[src/rtl/issue_scoreboard_if.sv]
// Decode/execute-side signal bundle for the issue scoreboard.
// The master side (decode stage / bench) drives instruction, writeback and
// branch-resolution inputs. The slave side (the scoreboard) returns the
// issue/stall/flush controls and its state.
interface issue_scoreboard_if #(
    parameter int NUM_REGS = 32,
    parameter int REG_SEL  = $clog2(NUM_REGS),
    parameter int CNT_W    = 4
);
    logic                id_valid;
    logic [REG_SEL-1:0]  id_rs1;
    logic [REG_SEL-1:0]  id_rs2;
    logic                id_uses_rs1;
    logic                id_uses_rs2;
    logic [REG_SEL-1:0]  id_destination;
    logic                id_write_reg;
    logic                id_branch;
    logic                ex_ready;
    logic                wb_valid;
    logic [REG_SEL-1:0]  wb_rd;
    logic                br_resolve;
    logic                br_taken;

    logic                issue;
    logic                stall_if;
    logic                flush;
    logic [NUM_REGS-1:0] busy_mask;
    logic [CNT_W-1:0]    outstanding;
    logic [1:0]          state;
    logic                err;

    modport master (
        output id_valid, id_rs1, id_rs2, id_uses_rs1, id_uses_rs2,
               id_destination, id_write_reg, id_branch, ex_ready,
               wb_valid, wb_rd, br_resolve, br_taken,
        input  issue, stall_if, flush, busy_mask, outstanding, state, err
    );

    modport slave (
        input  id_valid, id_rs1, id_rs2, id_uses_rs1, id_uses_rs2,
               id_destination, id_write_reg, id_branch, ex_ready,
               wb_valid, wb_rd, br_resolve, br_taken,
        output issue, stall_if, flush, busy_mask, outstanding, state, err
    );
endinterface

[src/rtl/issue_scoreboard.sv]
// Issue controller between decode and execute.
// Keeps a per-register busy bit for every in-flight writer, interlocks
// RAW/WAW hazards against that registered mask, caps the number of
// in-flight writers, and sequences branch resolution (hold fetch until the
// outcome is known, then squash the front end for FLUSH_CYCLES on taken).
module issue_scoreboard #(
    parameter int NUM_REGS     = 32,
    parameter int REG_SEL      = $clog2(NUM_REGS),
    parameter int MAX_OUT      = 4,
    parameter int CNT_W        = 4,
    parameter int FLUSH_CYCLES = 2
) (
    input  logic              clk,
    input  logic              rst,
    issue_scoreboard_if.slave bus
);

    typedef enum logic [1:0] {
        RUN     = 2'd0,
        BR_WAIT = 2'd1,
        FLUSH   = 2'd2
    } state_t;

    logic [NUM_REGS-1:0] r_busy;
    logic [CNT_W-1:0]    r_outstanding;
    state_t              r_state;
    logic [2:0]          r_flush_cnt;
    logic                r_flush;
    logic                r_err;

    logic [REG_SEL-1:0]  w_rs1;
    logic [REG_SEL-1:0]  w_rs2;
    logic [REG_SEL-1:0]  w_rd;
    logic [REG_SEL-1:0]  w_wb_rd;
    logic                w_wr;
    logic                w_hazard;
    logic                w_full;
    logic                w_issue;
    logic                w_wb_live;
    logic                w_set;
    logic                w_clr;
    logic                w_wb_err;
    logic [NUM_REGS-1:0] w_set_vec;
    logic [NUM_REGS-1:0] w_clr_vec;

    assign w_rs1   = bus.id_rs1;
    assign w_rs2   = bus.id_rs2;
    assign w_rd    = bus.id_destination;
    assign w_wb_rd = bus.wb_rd;

    // x0 is hardwired: it is never a hazard source and never tracked.
    assign w_wr = bus.id_write_reg & (w_rd != '0);

    // Hazards look only at the registered mask; a same-cycle writeback is
    // not bypassed, so the dependent instruction issues one cycle later.
    assign w_hazard = (bus.id_uses_rs1 & (w_rs1 != '0) & r_busy[w_rs1])
                    | (bus.id_uses_rs2 & (w_rs2 != '0) & r_busy[w_rs2])
                    | (w_wr & r_busy[w_rd]);

    assign w_full  = (r_outstanding == CNT_W'(MAX_OUT));
    assign w_issue = bus.id_valid & bus.ex_ready & (r_state == RUN)
                   & ~w_hazard & ~(w_wr & w_full);

    // A writeback to a register with no pending writer is a protocol error
    // and must not disturb the mask or the counter.
    assign w_wb_live = bus.wb_valid & (w_wb_rd != '0);
    assign w_set     = w_issue & w_wr;
    assign w_clr     = w_wb_live & r_busy[w_wb_rd];
    assign w_wb_err  = w_wb_live & ~r_busy[w_wb_rd];

    assign w_set_vec = w_set ? (NUM_REGS'(1) << w_rd)    : '0;
    assign w_clr_vec = w_clr ? (NUM_REGS'(1) << w_wb_rd) : '0;

    // Scoreboard, writer count and sticky error; a set lands after the
    // clear so it wins when both hit the same register.
    // NOTE: clocked state uses non-blocking assignments so every register
    // samples pre-edge values regardless of statement order.
    always_ff @(posedge clk) begin
        if (!rst) begin
            r_busy        <= '0;
            r_outstanding <= '0;
            r_err         <= 1'b0;
        end else begin
            r_busy <= (r_busy & ~w_clr_vec) | w_set_vec;
            case ({w_set, w_clr})
                2'b10: if (!w_full)              r_outstanding <= r_outstanding + CNT_W'(1);
                2'b01: if (r_outstanding != '0)  r_outstanding <= r_outstanding - CNT_W'(1);
                default: ;
            endcase
            if (w_wb_err) r_err <= 1'b1;
        end
    end

    // Branch sequencing FSM; flush is a registered output that is high for
    // exactly the FLUSH_CYCLES cycles spent in FLUSH.
    always_ff @(posedge clk) begin
        if (!rst) begin
            r_state     <= RUN;
            r_flush_cnt <= '0;
            r_flush     <= 1'b0;
        end else begin
            case (r_state)
                RUN: begin
                    if (w_issue && bus.id_branch) r_state <= BR_WAIT;
                end
                BR_WAIT: begin
                    if (bus.br_resolve) begin
                        if (bus.br_taken) begin
                            r_state     <= FLUSH;
                            r_flush_cnt <= 3'(FLUSH_CYCLES - 1);
                            r_flush     <= 1'b1;
                        end else begin
                            r_state <= RUN;
                        end
                    end
                end
                FLUSH: begin
                    if (r_flush_cnt == '0) begin
                        r_state <= RUN;
                        r_flush <= 1'b0;
                    end else begin
                        r_flush_cnt <= r_flush_cnt - 3'd1;
                    end
                end
                default: begin
                    r_state <= RUN;
                    r_flush <= 1'b0;
                end
            endcase
        end
    end

    assign bus.issue       = w_issue;
    assign bus.stall_if    = (r_state != RUN) | (bus.id_valid & ~w_issue);
    assign bus.flush       = r_flush;
    assign bus.busy_mask   = r_busy;
    assign bus.outstanding = r_outstanding;
    assign bus.state       = r_state;
    assign bus.err         = r_err;

endmodule
[src/flat_wrapper.sv]
// flat-port wrapper written by rule: the top's interface ports become plain ports
module issue_scoreboard_flat 
#(
    parameter int NUM_REGS     = 32,
    parameter int REG_SEL      = $clog2(NUM_REGS),
    parameter int MAX_OUT      = 4,
    parameter int CNT_W        = 4,
    parameter int FLUSH_CYCLES = 2
)
  (clk, rst, bus_id_valid, bus_id_rs1, bus_id_rs2, bus_id_uses_rs1, bus_id_uses_rs2, bus_id_destination, bus_id_write_reg, bus_id_branch, bus_ex_ready, bus_wb_valid, bus_wb_rd, bus_br_resolve, bus_br_taken, bus_issue, bus_stall_if, bus_flush, bus_busy_mask, bus_outstanding, bus_state, bus_err);
  issue_scoreboard_if #(.NUM_REGS(NUM_REGS), .REG_SEL(REG_SEL), .CNT_W(CNT_W)) bus_i ();
  input  logic clk;
  input  logic rst;
  input wire logic [$bits(bus_i.id_valid)-1:0] bus_id_valid;
  input wire logic [$bits(bus_i.id_rs1)-1:0] bus_id_rs1;
  input wire logic [$bits(bus_i.id_rs2)-1:0] bus_id_rs2;
  input wire logic [$bits(bus_i.id_uses_rs1)-1:0] bus_id_uses_rs1;
  input wire logic [$bits(bus_i.id_uses_rs2)-1:0] bus_id_uses_rs2;
  input wire logic [$bits(bus_i.id_destination)-1:0] bus_id_destination;
  input wire logic [$bits(bus_i.id_write_reg)-1:0] bus_id_write_reg;
  input wire logic [$bits(bus_i.id_branch)-1:0] bus_id_branch;
  input wire logic [$bits(bus_i.ex_ready)-1:0] bus_ex_ready;
  input wire logic [$bits(bus_i.wb_valid)-1:0] bus_wb_valid;
  input wire logic [$bits(bus_i.wb_rd)-1:0] bus_wb_rd;
  input wire logic [$bits(bus_i.br_resolve)-1:0] bus_br_resolve;
  input wire logic [$bits(bus_i.br_taken)-1:0] bus_br_taken;
  output wire logic [$bits(bus_i.issue)-1:0] bus_issue;
  output wire logic [$bits(bus_i.stall_if)-1:0] bus_stall_if;
  output wire logic [$bits(bus_i.flush)-1:0] bus_flush;
  output wire logic [$bits(bus_i.busy_mask)-1:0] bus_busy_mask;
  output wire logic [$bits(bus_i.outstanding)-1:0] bus_outstanding;
  output wire logic [$bits(bus_i.state)-1:0] bus_state;
  output wire logic [$bits(bus_i.err)-1:0] bus_err;
  assign bus_i.id_valid = bus_id_valid;
  assign bus_i.id_rs1 = bus_id_rs1;
  assign bus_i.id_rs2 = bus_id_rs2;
  assign bus_i.id_uses_rs1 = bus_id_uses_rs1;
  assign bus_i.id_uses_rs2 = bus_id_uses_rs2;
  assign bus_i.id_destination = bus_id_destination;
  assign bus_i.id_write_reg = bus_id_write_reg;
  assign bus_i.id_branch = bus_id_branch;
  assign bus_i.ex_ready = bus_ex_ready;
  assign bus_i.wb_valid = bus_wb_valid;
  assign bus_i.wb_rd = bus_wb_rd;
  assign bus_i.br_resolve = bus_br_resolve;
  assign bus_i.br_taken = bus_br_taken;
  assign bus_issue = bus_i.issue;
  assign bus_stall_if = bus_i.stall_if;
  assign bus_flush = bus_i.flush;
  assign bus_busy_mask = bus_i.busy_mask;
  assign bus_outstanding = bus_i.outstanding;
  assign bus_state = bus_i.state;
  assign bus_err = bus_i.err;
  issue_scoreboard #(.NUM_REGS(NUM_REGS), .REG_SEL(REG_SEL), .MAX_OUT(MAX_OUT), .CNT_W(CNT_W), .FLUSH_CYCLES(FLUSH_CYCLES)) u_core (.clk(clk), .rst(rst), .bus(bus_i));
endmodule
[config.mk]
export PLATFORM = sky130hd
export DESIGN_NAME = issue_scoreboard_flat
export DESIGN_NICKNAME = d
export VERILOG_FILES = /design/src/rtl/issue_scoreboard_if.sv /design/src/rtl/issue_scoreboard.sv /design/src/flat_wrapper.sv
export SDC_FILE = /design/constraint.sdc
export NUM_CORES = 1
export LEC_CHECK = 0
export CORE_UTILIZATION = 45
export DETAILED_ROUTE_END_ITERATION = 7
export GPL_ROUTABILITY_DRIVEN = 0
export PLACE_DENSITY = 0.81
export SYNTH_ARGS = -nofsm -noshare
export SYNTH_HDL_FRONTEND = slang
export SYNTH_SLANG_ARGS = --single-unit
[constraint.sdc]
create_clock -name clk -period 4.5 [get_ports clk]
set_input_delay 0.45 -clock clk [delete_from_list [all_inputs] [get_ports clk]]
set_output_delay 0.45 -clock clk [all_outputs]
set_load 0.1 [all_outputs]
After elaboration in Yosys (flattened, before gate mapping)
Index checks and enable logic that the tools add are counted.
W data, S select, Z words.
{"block": "totals", "output_inout_bits": 42, "ff_bits": 43}
{"block": "classes", "eq_ne": 12, "mux": 26, "n_shift": 2, "n_reduce_logical": 15, "n_lt_le_gt_ge": 4, "n_bitwise": 27, "add_sub_neg": 3}
{"cell": "$mux W32", "n": 2}
{"cell": "$shl A1 B5 Y32 const A", "n": 2}
{"cell": "$and A32 B32 Y32", "n": 1}
{"cell": "$not A32 Y32", "n": 1}
{"cell": "$or A32 B32 Y32", "n": 1}
{"cell": "$lt A5 B6 Y1 const B", "n": 4}
{"cell": "$bmux W1 S5", "n": 4}
{"cell": "$reduce_bool A5 Y1", "n": 4}
{"cell": "$and A1 B1 Y1", "n": 16}
{"cell": "$ne A2 B2 Y1 const B", "n": 5}
{"cell": "$mux W3", "n": 3}
{"cell": "$mux W2", "n": 4}
{"cell": "$mux W4", "n": 2}
{"cell": "$pmux W4 S2", "n": 1}
{"cell": "$reduce_and A4 Y1", "n": 2}
{"cell": "$mux W1", "n": 7}
{"cell": "$pmux W2 S3", "n": 1}
{"cell": "$pmux W3 S2", "n": 1}
{"cell": "$reduce_and A3 Y1", "n": 2}
{"cell": "$reduce_bool A2 Y1", "n": 3}
{"cell": "$not A1 Y1", "n": 5}
{"cell": "$add A4 B1 Y4 const B", "n": 1}
{"cell": "$eq A2 B1 Y1 const B", "n": 2}
{"cell": "$eq A2 B2 Y1 const B", "n": 2}
{"cell": "other kinds (10)", "n": 13}

Logic depth before layout (Yosys ltp)
Gate-level depths: netlist (run 1).
{"block": "logic_depth", "ltp_word": 12, "mapped_depth": 16, "ltp_nobuf": 13}

Worst setup path before layout (run 1)
OpenSTA, ideal clock, no wires.
{"block": "synth_timing", "path_type": "reg2out", "start": "register u_core.r_busy[17], in the netlist u_core.bus.busy_mask[17]", "end": "output bus_stall_if", "required_time_ns": 4.050, "t_arrival_ns": 4.766, "slack_ns": -0.716, "stages_incl_launch_ff": 7, "path_buffers": 0, "cell_sequence": "dfxtp_1 -> mux2_2 -> o22ai_1 -> nor4_1 -> nor4_4 -> o21a_1 -> o21ai_0"}
{"block": "synth_between", "elab_chain_cells": 11, "word_cells_on_any_way": 17}
{"element": "start, declared", "line_no": "issue_scoreboard.sv:24", "source": "logic [NUM_REGS-1:0] r_busy;"}
{"element": "start signal, assigned", "line_no": "issue_scoreboard.sv:84", "source": "r_busy <= (r_busy & ~w_clr_vec) | w_set_vec;"}
{"element": "$bmux W1 S5 (on tied branches)", "line_no": "issue_scoreboard.sv:56, issue_scoreboard.sv:57"}
{"element": "$mux W1 (on tied branches)", "line_no": "issue_scoreboard.sv:56, issue_scoreboard.sv:57"}
{"element": "$and A1 B1 Y1 (on tied branches)", "line_no": "issue_scoreboard.sv:56, issue_scoreboard.sv:57"}
{"element": "$or A1 B1 Y1", "line_no": "issue_scoreboard.sv:57", "source": "| (bus.id_uses_rs2 & (w_rs2 != '0) & r_busy[w_rs2])"}
{"element": "$or A1 B1 Y1 (*)", "line_no": "issue_scoreboard.sv:58", "source": "| (w_wr & r_busy[w_rd]);"}
{"element": "$not A1 Y1 (*)", "line_no": "issue_scoreboard.sv:62", "source": "& ~w_hazard & ~(w_wr & w_full);"}
{"element": "$and A1 B1 Y1 (*) (2 in a row)", "line_no": "issue_scoreboard.sv:62"}
{"element": "named net bus_issue", "line_no": "flat_wrapper.sv:27", "source": "output wire logic [$bits(bus_i.issue)-1:0] bus_issue;"}
{"element": "$not A1 Y1 (*)", "line_no": "issue_scoreboard.sv:134", "source": "assign bus.stall_if = (r_state != RUN) | (bus.id_valid & ~w_issue);"}
{"element": "$and A1 B1 Y1 (*)", "line_no": "issue_scoreboard.sv:134"}
{"element": "$or A1 B1 Y1 (*)", "line_no": "issue_scoreboard.sv:134"}
{"element": "end, declared", "line_no": "flat_wrapper.sv:28", "source": "output wire logic [$bits(bus_i.stall_if)-1:0] bus_stall_if;"}
The timed path passes the listed nets; every way through them passes the cells marked *. The select of a mux whose other input is x is not followed.

Worst setup path after layout (run 1)
{"block": "layout_timing", "start": "input bus_id_rs1[0]", "end": "register u_core.r_outstanding[3], in the netlist u_core.bus.outstanding[3]"}
{"block": "layout_between", "elab_chain_cells": 12, "word_cells_on_any_way": 18}
{"element": "start, declared", "line_no": "flat_wrapper.sv:15", "source": "input wire logic [$bits(bus_i.id_rs1)-1:0] bus_id_rs1;"}
{"element": "$bmux W1 S5 / $reduce_bool A5 Y1 (equally long branches)", "line_no": "issue_scoreboard.sv:56", "source": "assign w_hazard = (bus.id_uses_rs1 & (w_rs1 != '0) & r_busy[w_rs1])"}
{"element": "$mux W1 (implied by the code) / $and A1 B1 Y1 (equally long branches)", "line_no": "issue_scoreboard.sv:56"}
{"element": "$and A1 B1 Y1 (*)", "line_no": "issue_scoreboard.sv:56"}
{"element": "$or A1 B1 Y1 (*)", "line_no": "issue_scoreboard.sv:57"}
{"element": "$or A1 B1 Y1 (*)", "line_no": "issue_scoreboard.sv:58"}
{"element": "$not A1 Y1 (*)", "line_no": "issue_scoreboard.sv:62"}
{"element": "$and A1 B1 Y1 (*) (2 in a row)", "line_no": "issue_scoreboard.sv:62"}
{"element": "$and A1 B1 Y1 (*)", "line_no": "issue_scoreboard.sv:67", "source": "assign w_set = w_issue & w_wr;"}
{"element": "$eq A2 B1 Y1 / $eq A2 B2 Y1 (equally long branches)", "line_no": "issue_scoreboard.sv:85", "source": "case ({w_set, w_clr})"}
{"element": "$ne A2 B1 Y1 (no line) (tied with other cells)"}
{"element": "$reduce_and A3 Y1 (no line)"}
{"element": "end signal, assigned", "line_no": "issue_scoreboard.sv:86", "source": "2'b10: if (!w_full) r_outstanding <= r_outstanding + CNT_W'(1);"}
{"element": "end signal, assigned", "line_no": "issue_scoreboard.sv:87", "source": "2'b01: if (r_outstanding != '0) r_outstanding <= r_outstanding - CNT_W'(1);"}
{"element": "end, declared", "line_no": "issue_scoreboard.sv:25", "source": "logic [CNT_W-1:0] r_outstanding;"}
Every way passes the cells marked *; elsewhere a longest branch is shown, timed or not. The select of a mux whose other input is x is not followed.
A chain may end at the register's enable or synchronous reset.

==> results of run 1 <==
metal layers:
| layer | up-vias | routed length (µm) | global-route usage (%) |
|---|---|---|---|
| li1 | 1542 | - | - |
| met2 | 220 | 4880 | 43.9 |
| met3 | 35 | 1010 | 3.54 |
| met5 | - | 0 | 0 |
| met4 | 0 | 372 | 14.4 |
| met1 | 1621 | 4250 | 37.6 |
cell usage in the layout (no fill, tap or decap), types with 2 or more instances in the layout:
cell	netlist	routed
nor4_1	3	3
a2111oi_0	2	2
a31o_2	15	15
nand4_1	2	2
a21o_1	2	2
nand2_1	49	49
a21oi_1	5	5
and3_1	2	2
nand3b_1	5	5
a32oi_1	3	3
clkbuf_8	0	6
nor2_1	17	17
o21ai_1	16	17
nor2b_1	6	6
clkdlybuf4s50_1	0	70
a211oi_1	2	2
nor3_1	5	5
mux2_2	13	13
and2_1	3	3
dfxtp_1	43	43
and3b_1	2	2
mux2i_1	13	13
ha_1	4	4
mux4_2	22	22
a41o_1	16	16
inv_1	15	15
nand2b_1	7	7
or4_4	2	2
or3_1	7	7
a41oi_1	2	2
o21a_1	2	2
a22oi_1	3	3
o2111ai_1	3	3
buf_4	2	14
o21ai_0	18	17
nand3_1	10	10
flip-flops by register name (all words and copies together), names as in the netlist:
name and count:
u_core.bus.busy_mask 32, u_core.r_flush_cnt 3, u_core.bus.state 2, u_core.bus.outstanding 4
u_core.bus.err 1, u_core.bus.flush 1
final cells by class:
cell class                      instances  area (µm²)
Clock buffer                            6        82.6
Multi-Input combinational cell        281        2300
Fill cell                             624        3000
Sequential cell                        43         861
Clock inverter                          1        5.00
Timing Repair Buffer                   85         826
Inverter                               15        56.3
Tap cell                               99         124
worst max-delay path by stage:
stage,cells past startpoint,slack [ns],end
4_1_cts,14,0.46,u_core.bus.outstanding[3]
3_5_place_dp,14,0.16,u_core.bus.outstanding[3]
6_report,14,0.45,u_core.bus.outstanding[3]
3_3_place_gp,14,0.33,u_core.bus.outstanding[3]
2_1_floorplan,6,0.05,bus_stall_if
5_1_grt,14,0.24,u_core.bus.outstanding[3]
cell families after synthesis:
kind of cell,share of synthesized area [%]
simple gates,19.6
buf+inv,6.03
fa+ha+maj,2.08
mux,24.1
compound gates,22.1
flops,25.6
xor+xnor,0.521
through the flow:
step           setup slack (ns)  cell area, µm²
2_1_floorplan            0.0452            3360
3_3_place_gp              0.328            4170
3_5_place_dp              0.162            4170
4_1_cts                   0.458            4250
5_1_grt                   0.243            4250
6_report                  0.449            4250
power by group through the flow:
| stage | logic (µW) | clock network [µW] | registers [µW] |
|---|---|---|---|
| floorplan | 123 | 0 | 435 |
| finish | 235 | 251 | 393 |
| global route | 248 | 268 | 394 |
| global placement | 228 | 0 | 401 |
| detailed placement | 232 | 0 | 401 |
| CTS | 233 | 257 | 392 |
critical path, cell delays in order:
cell and delay (ns):
clkdlybuf4s50_1 0.82, mux4_2 0.59, a32oi_1 0.20, a41oi_1 0.24
a32oi_4 0.34, nand3_4 0.18, nand2_1 0.14, inv_1 0.07
ha_1 0.28, a21o_1 0.17, a21o_1 0.18, a311o_1 0.26
mux2i_1 0.17, mux2i_1 0.19
==> impl_results.md, run 1 <==
- Outcome: complete, no violations
- CP startpoint: bus_id_rs1[0]
- Setup TNS Final: 0 ns
- DRT antenna net count: 0
- Post-DP HPWL: 7780 µm
- Buffer type at the clock tree root: clkbuf_8
- Slew at the pin closest to its max-slew limit: around 0.98 ns
- Count of state elements after synthesis: 43
- Internal power contribution: around 600 µW
- Count of maximum capacitance violations: 0
- Ports: 73
- Floorplan core area: about 7300 µm²
- Number of input and output port buffers inserted: about 70
- Effective utilization at floorplan: between 40 and 50%
- First-pass GRT wire length: approximately 16000 µm
- Floorplan die area: 7820 µm²
- Total power of the final layout: around 880 µW
- Vias in the first global route: roughly 3300
- TritonCTS clock tree: yes
- Synthesized area per cell: just over 9 µm²
- Number of nets produced by synthesis: 406
- Setup crit start kind: primary input
- Pwr dens: 207 nW/µm²
- Top FF cell, synth: dfxtp_1
- CP required: roughly 4.7 ns
- Core Util, Final: 58.6%
- Logic pwr share: a little over a quarter
- Final worst-path cycle share: about nine tenths
- Normalized max-slew margin: between 30% and 40%
- DR pass1 iterations: 5
- Share of final-layout standard cells stronger than drive strength 1: a little under a fifth
- Count of nets after finishing: 467
- Reg2Reg Setup Slack: 1.09 ns
- Top cells by instance count after synthesis: 49 x nand2_1, 43 x dfxtp_1, 22 x mux4_2, 20 x clkbuf_1, 18 x o21ai_0
- Number of setup violations in the final report: 0
- Tightest Hold Check Type: flip-flop to flip-flop
- Count of warnings emitted by yosys: 0
- Die outline width: roughly 88 µm
- DP Cell Count: 523
- Area Overhead vs Synth: 26.5%
- CP arrival: approximately 4.3 ns
- Detailed Route Iter0 Violations: approximately 340
- Switch Pwr: ~290 µW
- End of the worst register-to-register path: u_core.bus.outstanding[3]
- Post-CTS setup buffer count: 0
- # DRC: 0
- Global-route total usage across every layer: between 20% and 30%
- Origin of the worst min-delay path: u_core.bus.err
- Number of buffers created by CTS: 5
- Insertion delay to the later sink of the worst-skew pair: slightly below 0.3 ns
- Worst Hold End: u_core.bus.err
- Largest net degree at the start of global routing: 34
- Achievable clock frequency: between 0.2 and 0.25 GHz
- Final setup skew: between 0.004 and 0.005 ns
- Total length of routed wires: ~11000 µm
- Number of vias per cell after detailed routing: between 6 and 7
- Total standard cell area after synthesis: roughly 3400 µm²
- Routed wirelength normalized by instance count: between 15 and 20 µm
- Smallest hold slack: approximately 0.46 ns
- Standard-cell rows: 31
- Sequential share of power: between 40 and 50%
- Most repeated cell in the gate-level netlist after synthesis: nand2_1
- Count of clock tree sinks: 43
- Antenna fix cells: 0
- Number of vias in the routed layout: 3418
- Final Max Slew Viols: 0
- Relative contribution of the clock network to total power: between 20% and 30%
- Number of antenna violations at the first check in global routing: 0
- Proportion of total power due to net switching: 32.7%
- Number of distinct library cell variants in the gate-level netlist after synthesis: between 50 and 60
- Crit. End Element: flip-flop
- CTS H-tree depth: 2
- Time the final worst path needs with I/O delays and setup: ~4.1 ns
- Die H: 88.4 µm
- Worst Reg2Reg Path Length in Cells: 13
- Number of enable flip-flop cells after synthesis: 0
- Critical path class: primary input to flip-flop
- Final Instance Count excl. Fillers: 530
- Portion of synthesized cell area occupied by the leading cell type: between 20% and 30%
- Sequential share of the synthesized area: roughly a quarter
- Top cell type by total area after synthesis: dfxtp_1
- Async set or reset register ratio after synthesis: 0%
- Clock-pin slew on the worst setup and hold paths: roughly 0.080 ns
- Top fanout value on the critical path: 11
- Number of resized instances in the post-cts repair step: 0
- Remaining global-route overflow: 0
- Worst hold path depth: 2
- Synthesized netlist cell count: 370
- Hold Vio Cnt, Final: 0
- Worst r2r src: u_core.bus.busy_mask[14]
- Maximum root-to-sink buffer count: 2
- Static power due to leakage: between 0.0015 and 0.002 µW
- Ranking of synthesized cells by area: dfxtp_1 26%, mux4_2 15%, nand2_1 5.5%
- Number of hold buffers added after cts: 0
- Setup repair after global routing missed its margin: false
- Highest ir drop seen on vdd: between 0.0001 and 0.00015 V
Power figures use the tool's default switching activity.
==> run 2, diff against run 1 <==
CORE_MARGIN = 5   (was unset)
MAX_ROUTING_LAYER = met4   (was unset)
==> run 2 against run 1 <==
Compared with the run above:
- clock skew up 0.0029 ns
- hold slack got worse by 0.0054 ns
- global-route usage is 4.0 points lower
- design area is essentially flat
- register-to-register slack hardly changed
- total power up 2.8%
==> impl_results.md, run 2 (synthesis results as in run 1) <==
- Outcome: complete, no violations
- Placed standard-cell area: 4150 µm²
- Slew at the pin closest to its max-slew limit: 0.990 ns
- Number of hold buffers added after cts: 0
- Delay of the slowest cell on the worst path: 0.69 ns
- Number of input and output port buffers inserted: between 70 and 80
- Footprint of the multi-input gates: ~2300 µm²
- End of the worst register-to-register path: u_core.bus.outstanding[3]
- DR pass1 iterations: 5
- CP startpoint: bus_id_rs2[0]
- Most common cell after layout, fill and taps aside: clkdlybuf4s50_1
- Top fanout value on the critical path: 10
- Remaining global-route overflow: 0
- CTS H-tree depth: 2
- Vias in the first global route: approximately 3300
- Achievable clock frequency: between 0.2 and 0.3 GHz
- Clock-pin slew on the worst setup and hold paths: 0.08 ns
- Reg2Reg Setup Slack: roughly 1.1 ns
- Static power due to leakage: 0.00151 µW
- Smallest hold slack: around 0.45 ns
- Final setup skew: 0.00742 ns
- Worst r2r src: u_core.bus.busy_mask[14]
- Maximum root-to-sink buffer count: 2
- Max reg flops: 32
- Area Overhead vs Synth: 26.5%
- Hold Vio Cnt, Final: 0
- Crit. End Element: flip-flop
- CP required: about 4.7 ns
- Number of setup violations in the final report: 0
- Buffer type at the clock tree root: clkbuf_8
- Setup TNS Final: 0 ns
- DRT antenna net count: 0
- DP Cell Count: 521
- Highest ir drop seen on vdd: roughly 0.00016 V
- Final worst-path cycle share: between 80% and 90%
- Pwr dens: roughly 210 nW/µm²
- Number of antenna violations at the first check in global routing: 0
- Number of resized instances in the post-cts repair step: 0
- Crit. path cell count: 15
- Antenna fix cells: 0
- Cell with the biggest individual delay on the critical path: clkdlybuf4s50_1
- Count of clock tree sinks: 43
- Count of nets after finishing: around 470
- Setup repair after global routing missed its margin: false
- Number of vias in the routed layout: about 3300
- Worst Reg2Reg Path Length in Cells: 13
- Routed wirelength normalized by instance count: 20.0 µm
- Tightest Hold Check Type: flip-flop to flip-flop
- # DRC: 0
- Setup crit end: u_core.bus.outstanding[3]
- Number of buffers created by CTS: 5
- Critical path class: primary input to flip-flop
- Total length of routed wires: roughly 11000 µm
- Floorplan core area: 7250 µm²
- Detailed Route Iter0 Violations: 301
- Time the final worst path needs with I/O delays and setup: between 3 and 4 ns
- Ports: 73
- Post-CTS setup buffer count: 0
- Final Instance Count excl. Fillers: roughly 530
- Global-route total usage across every layer: a little under a quarter
- Number of vias per cell after detailed routing: 6.30
- First-pass GRT wire length: around 17000 µm
- Effective utilization at floorplan: a little under half
- TritonCTS clock tree: yes
- Count of maximum capacitance violations: 0
- Largest net degree at the start of global routing: 45
- Leading cell types in the layout, fill and taps excluded: 70 x clkdlybuf4s50_1, 49 x nand2_1, 43 x dfxtp_1
- Insertion delay to the later sink of the worst-skew pair: roughly 0.3 ns
- Final-layout fill cell count: approximately 650
- Number of buffer and inverter stages on the critical path: 3
- Final Max Slew Viols: 0
- Category of cells accounting for the largest share of critical-path delay: compound AO/OA/AOI/OAI gates
- Die H: slightly below 100 µm
- Floorplan die area: 9300 µm²
- Total power of the final layout: 904 µW
- Die outline width: just under 100 µm
- CP arrival: around 4.2 ns
- Post-DP HPWL: approximately 8000 µm
- Normalized max-slew margin: between 30% and 40%
- Standard-cell rows: 31
- Post-route standard cell area excluding fillers: 4250 µm²
- Cells along the critical path: clkdlybuf4s50_1 -> buf_4 -> mux2_2 -> a222oi_1 -> o2111ai_1 -> a32oi_4 -> nand3_4 -> nand2_1 -> inv_1 -> ha_1 -> a21o_1 -> a21o_1 -> a311o_1 -> mux2i_1 -> mux2i_1
- Area of all sequential standard cells: 861 µm²
- Setup crit start kind: primary input
- Share of final-layout standard cells stronger than drive strength 1: 17.9%
## run 2: cell count changes in the layout (fill, tap and decap cells not counted), sizes merged
cell	before	now
clkinv	1	0
buf	15	13
clkbuf	6	7
clkinvlp	0	1
## run 2: worst min-delay path by stage
stage / startpoint / end / depth (start not counted)
floorplan: u_core.r_flush_cnt[1] / u_core.r_flush_cnt[1] / 2
global placement: u_core.bus.err / u_core.bus.err / 2
detailed placement: u_core.bus.err / u_core.bus.err / 2
CTS: u_core.bus.err / u_core.bus.err / 2
global route: u_core.bus.err / u_core.bus.err / 2
finish: u_core.bus.err / u_core.bus.err / 2
## run 2: through the flow
stage / util [%] / setup WS, ns
floorplan: - / 0.0452
global placement: 57.2 / 0.345
detailed placement: 57.2 / 0.198
CTS: 58.7 / 0.515
global route: 58.7 / 0.291
finish: 58.7 / 0.537
## run 2: cell type report
| type | count | area share, % |
|---|---|---|
| multi-input combinational | 281 | 54.0 |
| sequential | 43 | 20.2 |
| timing repair buffer | 83 | 19.1 |
| tap | 99 | 2.91 |
| clock buffer | 7 | 2.26 |
| inverter | 15 | 1.32 |
| clock inverter | 1 | 0.176 |
## run 2: worst reg2reg max path: stages (launching register included)
cell and delay (ns):
dfxtp_1 0.40, mux4_1 0.52, a32oi_1 0.20, nand4_1 0.18, a32oi_4 0.40, nand3_4 0.17
nand2_1 0.14, inv_1 0.07, ha_1 0.28, a21o_1 0.19, a21o_1 0.18, a311o_1 0.26
mux2i_1 0.16, mux2i_1 0.19
## run 2: layer usage
metal	wire length (µm)	global-route usage, %	part of all wire (%)	vias up
met5	0	-	0	-
met1	4410	29.7	42	1589
met4	282	9.81	2.7	0
li1	-	-	-	1540
met3	927	4.88	8.7	28
met2	4980	38.1	47	178
## run 2: report_power, final
part	switching, µW	internal, µW
logic	149	83.9
clock network	138	140
registers	7.65	385
==> run 3, diff against run 2 <==
PLACE_DENSITY = 0.72   (was 0.81)
==> run 3 against run 2 <==
Compared with the run above:
- clock-buffer cell count shrank 1
- total power grew 2.0%
- die area unchanged
- clock skew increased by 0.00092 ns
- global-route usage grew 1.5 points
- clock power up 6%
==> impl_results.md, run 3 (synthesis results as in run 1) <==
- Top fanout value on the critical path: 16
- Delay of the slowest cell on the worst path: approximately 0.91 ns
- Number of hold buffers added after cts: 0
- Count of maximum capacitance violations: 0
- Critical path class: primary input to flip-flop
- Count of nets after finishing: around 460
- Highest ir drop seen on vdd: ~0.00013 V
- Floorplan die area: roughly 9300 µm²
- Leading cell types in the layout, fill and taps excluded: 70 x clkdlybuf4s50_1, 49 x nand2_1, 43 x dfxtp_1
- Total length of routed wires: roughly 11000 µm
- Number of input and output port buffers inserted: 72
- Vias in the first global route: roughly 3200
- Number of antenna violations at the first check in global routing: 0
- Clock-pin slew on the worst setup and hold paths: around 0.080 ns
- # DRC: 0
- Pwr dens: about 220 nW/µm²
- Maximum root-to-sink buffer count: 2
- Floorplan core area: slightly above 7000 µm²
- Crit. End Element: flip-flop
- Pre-CTS WS: 0.292 ns
- Number of setup violations in the final report: 0
- Time the final worst path needs with I/O delays and setup: between 3 and 4 ns
- Tightest Hold Check Type: flip-flop to flip-flop
- CTS H-tree depth: 2
- Insertion delay to the later sink of the worst-skew pair: ~0.3 ns
- Normalized max-slew margin: between 30% and 40%
- Outcome: complete, no violations
- Routed wirelength normalized by instance count: 21.3 µm
- Final-layout fill cell count: about 670
- First-pass GRT wire length: 17300 µm
- Die H: 96.4 µm
- Largest net degree at the start of global routing: 46
- Static power due to leakage: between 0.0015 and 0.002 µW
- CP arrival: between 4 and 5 ns
- Number of vias per cell after detailed routing: 6.48
- Final setup skew: ~0.0083 ns
- Hold Vio Cnt, Final: 0
- Detailed Route Iter0 Violations: about 320
- Area Overhead vs Synth: 26.3%
- Setup repair after global routing missed its margin: false
- Top sig layer: met4
- TritonCTS clock tree: yes
- Setup TNS Final: 0 ns
- Number of resized instances in the post-cts repair step: 0
- Share of final-layout standard cells stronger than drive strength 1: about 17%
- Wire length on met1: approximately 4600 µm
- Ports: 73
- Post-CTS setup buffer count: 0
- Number of vias in the routed layout: 3416
- Final Max Slew Viols: 0
- Smallest hold slack: between 0.4 and 0.5 ns
- Number of buffers created by CTS: 5
- Antenna fix cells: 0
- Setup crit start kind: primary input
- Cell with the biggest individual delay on the critical path: clkdlybuf4s50_1
- Effective utilization at floorplan: 46.4%
- Die outline width: 96.4 µm
- Cells along the critical path: clkdlybuf4s50_1 -> mux4_2 -> nand3_1 -> a41oi_1 -> nor4_4 -> nand3_4 -> nand2_1 -> inv_1 -> ha_1 -> a21o_1 -> a21o_1 -> a311o_1 -> mux2i_1 -> mux2i_1
- Smallest setup slack after layout: about 0.56 ns
- Detailed-routed wire length on met2: between 5000 and 6000 µm
- Remaining global-route overflow: 0
- Achievable clock frequency: about 0.25 GHz
- Buffer type at the clock tree root: clkbuf_8
- Slew at the pin closest to its max-slew limit: about 0.99 ns
- Post-DP HPWL: around 8000 µm
- Global-route total usage across every layer: approximately a quarter
- Most common cell after layout, fill and taps aside: clkdlybuf4s50_1
- DR pass1 iterations: 5
- Final worst-path cycle share: between 80 and 90%
- DRT antenna net count: 0
- CP required: roughly 4.7 ns
- Count of clock tree sinks: 43
- Met3 wire length: approximately 1100 µm
- Standard-cell rows: 31
- Max reg flops: 32
[run 3: cell count changes in the layout (fill, tap and decap cells not counted), sizes merged]
cell,before,now
clkbuf,7,6
buf,13,12
clkinvlp,1,0
bufinv,0,1
[run 3: per-layer routing]
metal / vias to the layer above / global-route usage, %
met3: 42 / 4.11
met1: 1635 / 34.0
met5: - / -
met2: 207 / 38.1
met4: 0 / 10.9
li1: 1532 / -
[run 3: area by class of cell]
| cell class | count | area [µm²] | area share [%] |
|---|---|---|---|
| clock buffer | 6 | 72.6 | 1.71 |
| clock inverter | 1 | 30.0 | 0.707 |
| inverter | 15 | 56.3 | 1.33 |
| multi-input combinational | 281 | 2300 | 54.1 |
| sequential | 43 | 861 | 20.3 |
| tap | 99 | 124 | 2.92 |
| timing repair buffer | 82 | 803 | 18.9 |
[run 3: worst paths after layout]
| check | start | to | slack, ns | depth (start not counted) |
|---|---|---|---|---|
| max | bus_id_destination[1] | u_core.bus.outstanding[3] | 0.56 | 14 |
| min | u_core.bus.err | u_core.bus.err | 0.45 | 2 |
| min reg2reg | u_core.bus.err | u_core.bus.err | 0.45 | 2 |
| max reg2reg | u_core.bus.busy_mask[31] | u_core.bus.outstanding[3] | 1.09 | 13 |
[run 3: worst max-delay path: cells and delay by family]
kind	cells	cell delay [ns]
adder cells (fa/ha/maj)	1	0.28
multiplexers	3	0.78
AND/OR/NAND/NOR	4	0.88
AO/OA/AOI/OAI	4	0.78
buffers and inverters	2	0.99
[run 3: power breakdown]
group | leakage, µW | internal [µW] | total (µW) | switching (µW)
logic | 0.00111 | 83.5 | 234 | 151
registers | 0.000347 | 385 | 393 | 7.47
clock network | 0.0000513 | 163 | 294 | 131
total | 0.00151 | 632 | 921 | 290
[run 3: metrics by stage]
step                util [%]  area, µm²  total power, µW  std cells
floorplan                  -       3360              558        370
global placement        57.1       4140              630        520
detailed placement      57.1       4140              632        520
CTS                     58.5       4250              926        527
global route            58.5       4250              959        527
finish                  58.5       4250              921        527
